--- src/rtl/cp0_if.sv ---
// CP0 bus between the multicycle control/datapath and the coprocessor-0 block.
interface cp0_if;
  logic [4:0]  A;
  logic [31:0] DIn;
  logic [29:0] PC;
  logic [4:0]  HWInt;
  logic        Wen;
  logic        EXLSet;
  logic        EXLClr;
  logic        IntReq;
  logic [29:0] EPC;
  logic [31:0] DOut;

  modport master (
    output A, DIn, PC, HWInt, Wen, EXLSet, EXLClr,
    input  IntReq, EPC, DOut
  );

  modport slave (
    input  A, DIn, PC, HWInt, Wen, EXLSet, EXLClr,
    output IntReq, EPC, DOut
  );
endinterface

--- src/rtl/cp0.sv ---
// Coprocessor-0: SR/Cause/EPC/PrID registers, Count/Compare timer and the
// interrupt request seen by the control FSM. IntReq depends on registers only,
// so device lines reach the FSM one edge after they are sampled.
module cp0 #(
  parameter logic [31:0] PRID = 32'h4C59_0001
) (
  input  logic clk,
  input  logic rst,
  cp0_if.slave bus
);

  localparam logic [4:0] A_COUNT   = 5'd9;
  localparam logic [4:0] A_COMPARE = 5'd11;
  localparam logic [4:0] A_SR      = 5'd12;
  localparam logic [4:0] A_CAUSE   = 5'd13;
  localparam logic [4:0] A_EPC     = 5'd14;
  localparam logic [4:0] A_PRID    = 5'd15;

  logic [5:0]  im;        // SR[15:10]
  logic        exl;       // SR[1]
  logic        ie;        // SR[0]
  logic [4:0]  ip_hw;     // Cause[14:10], sampled device lines
  logic        tp;        // Cause[15], timer pending
  logic [4:0]  exc_code;  // Cause[6:2]
  logic [29:0] epc;
  logic [31:0] count;
  logic [31:0] compare;
  logic        timer_hit;
  logic [31:0] dout;

  // Timer match uses the registered Count and Compare of the current cycle.
  assign timer_hit = (count == compare) && (compare != 32'h0);

  // Register state: device sampling, timer and the prioritised strobe decode.
  always_ff @(posedge clk or negedge rst) begin
    if (!rst) begin
      im       <= 6'h0;
      exl      <= 1'b0;
      ie       <= 1'b0;
      ip_hw    <= 5'h0;
      tp       <= 1'b0;
      exc_code <= 5'h0;
      epc      <= 30'h0;
      count    <= 32'h0;
      compare  <= 32'h0;
    end else begin
      ip_hw <= bus.HWInt;
      count <= count + 32'd1;
      if (timer_hit) begin
        tp <= 1'b1;
      end
      if (bus.EXLSet) begin
        // Exception entry wins over eret and suppresses the A/DIn write.
        epc      <= bus.PC;
        exl      <= 1'b1;
        exc_code <= 5'h0;
      end else if (bus.EXLClr) begin
        exl <= 1'b0;
      end else if (bus.Wen) begin
        case (bus.A)
          A_SR: begin
            im  <= bus.DIn[15:10];
            exl <= bus.DIn[1];
            ie  <= bus.DIn[0];
          end
          A_EPC:   epc   <= bus.DIn[31:2];
          A_COUNT: count <= bus.DIn;  // overrides this cycle's increment
          A_COMPARE: begin
            compare <= bus.DIn;
            tp      <= 1'b0;          // overrides a same-cycle match
          end
          default: ;                  // Cause, PrID and holes are read-only
        endcase
      end
    end
  end

  assign bus.IntReq = (|({tp, ip_hw} & im)) & ie & ~exl;
  assign bus.EPC    = epc;

  // mfc0 read mux; unmapped addresses read zero.
  always_comb begin
    dout = 32'h0;
    case (bus.A)
      A_COUNT:   dout = count;
      A_COMPARE: dout = compare;
      A_SR:      dout = {16'h0, im, 8'h0, exl, ie};
      A_CAUSE:   dout = {16'h0, tp, ip_hw, 3'h0, exc_code, 2'h0};
      A_EPC:     dout = {epc, 2'b00};
      A_PRID:    dout = PRID;
      default:   dout = 32'h0;
    endcase
  end

  assign bus.DOut = dout;

endmodule
--- src/flat_wrapper.sv ---
// flat-port wrapper written by rule: the top's interface ports become plain ports
module cp0_flat 
#(
  parameter logic [31:0] PRID = 32'h4C59_0001
)
  (clk, rst, bus_A, bus_DIn, bus_PC, bus_HWInt, bus_Wen, bus_EXLSet, bus_EXLClr, bus_IntReq, bus_EPC, bus_DOut);
  cp0_if bus_i ();
  input  logic clk;
  input  logic rst;
  input wire logic [$bits(bus_i.A)-1:0] bus_A;
  input wire logic [$bits(bus_i.DIn)-1:0] bus_DIn;
  input wire logic [$bits(bus_i.PC)-1:0] bus_PC;
  input wire logic [$bits(bus_i.HWInt)-1:0] bus_HWInt;
  input wire logic [$bits(bus_i.Wen)-1:0] bus_Wen;
  input wire logic [$bits(bus_i.EXLSet)-1:0] bus_EXLSet;
  input wire logic [$bits(bus_i.EXLClr)-1:0] bus_EXLClr;
  output wire logic [$bits(bus_i.IntReq)-1:0] bus_IntReq;
  output wire logic [$bits(bus_i.EPC)-1:0] bus_EPC;
  output wire logic [$bits(bus_i.DOut)-1:0] bus_DOut;
  assign bus_i.A = bus_A;
  assign bus_i.DIn = bus_DIn;
  assign bus_i.PC = bus_PC;
  assign bus_i.HWInt = bus_HWInt;
  assign bus_i.Wen = bus_Wen;
  assign bus_i.EXLSet = bus_EXLSet;
  assign bus_i.EXLClr = bus_EXLClr;
  assign bus_IntReq = bus_i.IntReq;
  assign bus_EPC = bus_i.EPC;
  assign bus_DOut = bus_i.DOut;
  cp0 #(.PRID(PRID)) u_core (.clk(clk), .rst(rst), .bus(bus_i));
endmodule
--- config.mk ---
export PLATFORM = sky130hd
export DESIGN_NAME = cp0_flat
export DESIGN_NICKNAME = d
export VERILOG_FILES = /design/src/rtl/cp0_if.sv /design/src/rtl/cp0.sv /design/src/flat_wrapper.sv
export SDC_FILE = /design/constraint.sdc
export NUM_CORES = 1
export LEC_CHECK = 0
export ABC_AREA = 1
export BUFFER_PORTS_ARGS = -buffer_cell sky130_fd_sc_hd__buf_2
export CAP_MARGIN = 40
export CORE_ASPECT_RATIO = 0.6
export CORE_MARGIN = 5
export CORE_UTILIZATION = 40
export CTS_BUF_LIST = sky130_fd_sc_hd__clkbuf_16
export CTS_CLUSTER_SIZE = 14
export DETAILED_ROUTE_END_ITERATION = 10
export GPL_ROUTABILITY_DRIVEN = 0
export HOLD_SLACK_MARGIN = 0.05
export PLACE_DENSITY = 0.73
export SYNTH_ARGS = -nofsm -noshare
export SYNTH_HDL_FRONTEND = slang
export SYNTH_SLANG_ARGS = --single-unit
--- constraint.sdc ---
create_clock -name clk -period 3.85 [get_ports clk]
set_clock_uncertainty 0.1 [all_clocks]
set_input_delay 0.77 -clock clk [delete_from_list [all_inputs] [get_ports clk]]
set_output_delay 0.77 -clock clk [all_outputs]
set_load 0.01 [all_outputs]
==> flow_metrics.py <==
metrics = {
    "floorplan": {
        "die_w_microns": 171,
        "start_util_pct": 40.8,
        "die_h_microns": 107,
        "core_sq_mm": 0.0153,
        "rows": 35,
        "die_area_sq_mm": 0.0183,
        "io_pins": 140,
    },
    "detailed_routing": {
        "routedWlPerCell_microns": 18.9,
        "via_count": 6487,
        "via_per_inst": 5.43,
        "drc": 0,
        "drt_iter0_drc": 857,
        "wl_microns": 22600,
        "final_antenna_net_count": 0,
        "dr.pass1.iters": 6,
    },
    "logic_synthesis": {
        "synthCells": 852,
        "syn_avg_cell_area_sq_um": 7.34,
        "synth_cell_types": 36,
        "ys_seq_area_share_pct": 43.2,
        "yosys_warnings": 0,
        "yosys.area.top_type": "dfrtp_1",
        "syn_nets": 930,
        "synthTopCellsByArea": "dfrtp_1 (43%), nand2_1 (15%), inv_1 (6.6%)",
        "synth_top_cell_area_share_pct": 43.2,
        "syn-cell-area_sq_mm": 0.00625,
        "yosys_register_bits": 108,
    },
    "setup_path": {
        "r2r_cells": 10,
        "reg2reg_from": "u_core.count[0]$_DFF_PN0_",
        "cp_max_fo": 14,
        "worst_setup_path_start_kind": "input port",
        "endpoint_kind": "primary output",
        "cp.arrival_ns": 2.37,
        "reg2reg_slack_ns": 1.77,
        "r2r_end": "u_core.count[18]$_DFF_PN0_",
        "path_class": "in -> out",
        "required_ns": 2.98,
    },
    "clock_tree": {
        "post_cts_buffers": 0,
        "htreeDepth": 3,
        "cts_resized": 0,
        "clockBufferDepth": 2,
        "clk_pin_slew_ns": 0.07,
        "clock_latency_ns": 0.36,
        "root_buffer": "clkbuf_16",
        "cts_tree": "yes",
        "ctsHoldBuffers": 0,
        "clock_sinks": 108,
        "numCtsBuffers": 9,
    },
    "worst_hold_path": {
        "hold_path_class": "in -> async",
    },
    "grt": {
        "grt-busiest-layer": "met1",
        "grt_use_met3_pct": 7.70,
        "use_met1_pct": 38.7,
        "gr-total-overflow": 0,
        "grt_pass1_wl_microns": 34900,
        "grt_pass1_vias": 6151,
        "antenna_found_initial": 0,
        "use_met2_pct": 32.7,
        "grt_max_degree": 57,
        "grt_usage_pct": 24.8,
    },
    "layout": {
        "multi_input_area_sq_mm": 0.00297,
        "fin_nets": 1064,
        "drive_above_1_share_pct": 20.1,
        "antenna_cells": 0,
        "area_growth_pct": 20.4,
        "regArea_sq_mm": 0.00270,
        "fillers": 1529,
    },
    "sta": {
        "slew_headroom_pct": 52.0,
        "hold_viol_final": 0,
        "worstMarginPinSlew_ns": 0.720,
        "setup_viol": 0,
        "final_max_slew_viol_count": 0,
        "setup_tns_ns": 0,
        "grt_setup_unrepaired": "no",
        "max_freq_ghz": 0.309,
        "hold_ws_ns": 0.369,
        "fin_crit_ns": 3.24,
        "period_share_pct": 84.1,
    },
    "power": {
        "p_per_area_mw_per_mm2": 434,
        "leakagePower_nw": 3.76,
        "peakVddDrop_v": 0.000245,
    },
    "outcome": {
        "status": "finished clean",
    },
    "job": {
        "maxCapViolations": 0,
    },
    "placed_design": {
        "hpwl_microns": 17500,
        "io_buffers": 139,
    },
}
==> cell families (layout without fill, tap and decap cells) <==
kind of cell,count (synthesis),count (layout),share of synthesized area [%]
compound gates,154,154,15.5
xor+xnor,29,29,4.06
fa+ha+maj,1,1,0.200
buf+inv,149,288,9.26
flops,108,108,43.2
mux,1,1,0.160
simple gates,410,410,27.6
==> state kept, by name, summed over array words and instances (netlist names) <==
signal,flops
u_core.bus.EPC,30
u_core.compare,32
u_core.count,32
u_core.exl,1
u_core.ie,1
u_core.im,6
u_core.ip_hw,5
u_core.tp,1
==> worst max-delay path by stage <==
stage | from | end | slack (ns)
after floorplan | bus_A[0] | bus_DOut[10] | 1.21
after CTS | bus_A[0] | bus_DOut[23] | 0.67
after detailed placement | bus_A[0] | bus_DOut[23] | 0.67
after global routing | bus_A[0] | bus_DOut[23] | 0.54
final | bus_A[4] | bus_DOut[23] | 0.61
after global placement | bus_A[4] | bus_DOut[23] | 0.74
==> layout by cell type, fill, tap and decap left out, types with 14 or more instances in the layout <==
| cell type | count |
|---|---|
| nand2_1 | 255 |
| buf_2 | 138 |
| inv_1 | 110 |
| dfrtp_1 | 108 |
| nor2_1 | 78 |
| o21ai_0 | 44 |
| o221ai_1 | 29 |
| nand3_1 | 28 |
| o22ai_1 | 20 |
| o21ai_1 | 18 |
| a21oi_1 | 17 |
| xnor2_1 | 17 |
| nor3_1 | 14 |
==> cells in the mapped netlist <==
cell       instances
nand2_2            3
a21oi_1           17
inv_2              9
a22oi_1            8
a31oi_1            4
mux2i_1            1
o311ai_0           1
buf_2             16
o22ai_1           20
nand3_1           28
nand3_2            4
or2_2              1
nor2_2             8
o2111ai_1          2
nor3_2             2
nor3_4             1
ha_1               1
clkinv_1           1
nor3_1            14
clkbuf_1          12
dfrtp_1          108
o221ai_1          29
xor2_1            12
inv_1            110
nor4_1             1
and2_1             1
o21ai_1           18
nand2_1          255
nor2_4             3
o211ai_1          10
nor2_1            78
xnor2_1           17
a211oi_1           1
buf_1              1
o21ai_0           44
nand4_1           11
==> layer usage <==
layer  routed length (microns)  vias to the layer above
li1                          -                     3042
met1                     10500                     3005
met2                      8820                      404
met3                      2860                       36
met4                       379                        0
met5                         0                        -
==> critical path: stages <==
cell	delay [ns]
buf_2	0.11
nor2_2	0.17
nand3_1	0.39
buf_4	0.36
o221ai_1	0.35
buf_2	0.21
==> stage by stage <==
stage	std cells	utilization [%]	total power [W]	area, sq um	setup slack [ns]
6_report	1194	49.1	0.00327	7530	0.614
5_1_grt	1194	49.1	0.00343	7530	0.537
4_1_cts	1194	49.1	0.00325	7530	0.673
3_5_place_dp	1178	47.0	0.00222	7200	0.675
3_3_place_gp	1178	47.0	0.00220	7200	0.742
2_1_floorplan	852	-	0.00191	6250	1.21
==> power breakdown <==
part           internal [W]  leakage, nW  switching, W  total (W)
Sequential          0.00128         1.25      0.000210    0.00149
Clock              0.000581        0.159      0.000455    0.00104
Combinational      0.000273         2.36      0.000466   0.000739
Total               0.00213         3.76       0.00113    0.00327
==> layout make-up <==
| type | instances | area share [%] |
|---|---|---|
| clock buffers | 9 | 2.99 |
| clock inverters | 7 | 1.40 |
| inverters | 120 | 5.98 |
| multi-input cells | 595 | 39.5 |
| flip-flops and latches | 108 | 35.9 |
| well taps | 203 | 3.37 |
| repair buffers | 152 | 10.9 |
Power figures use the tool's default switching activity.
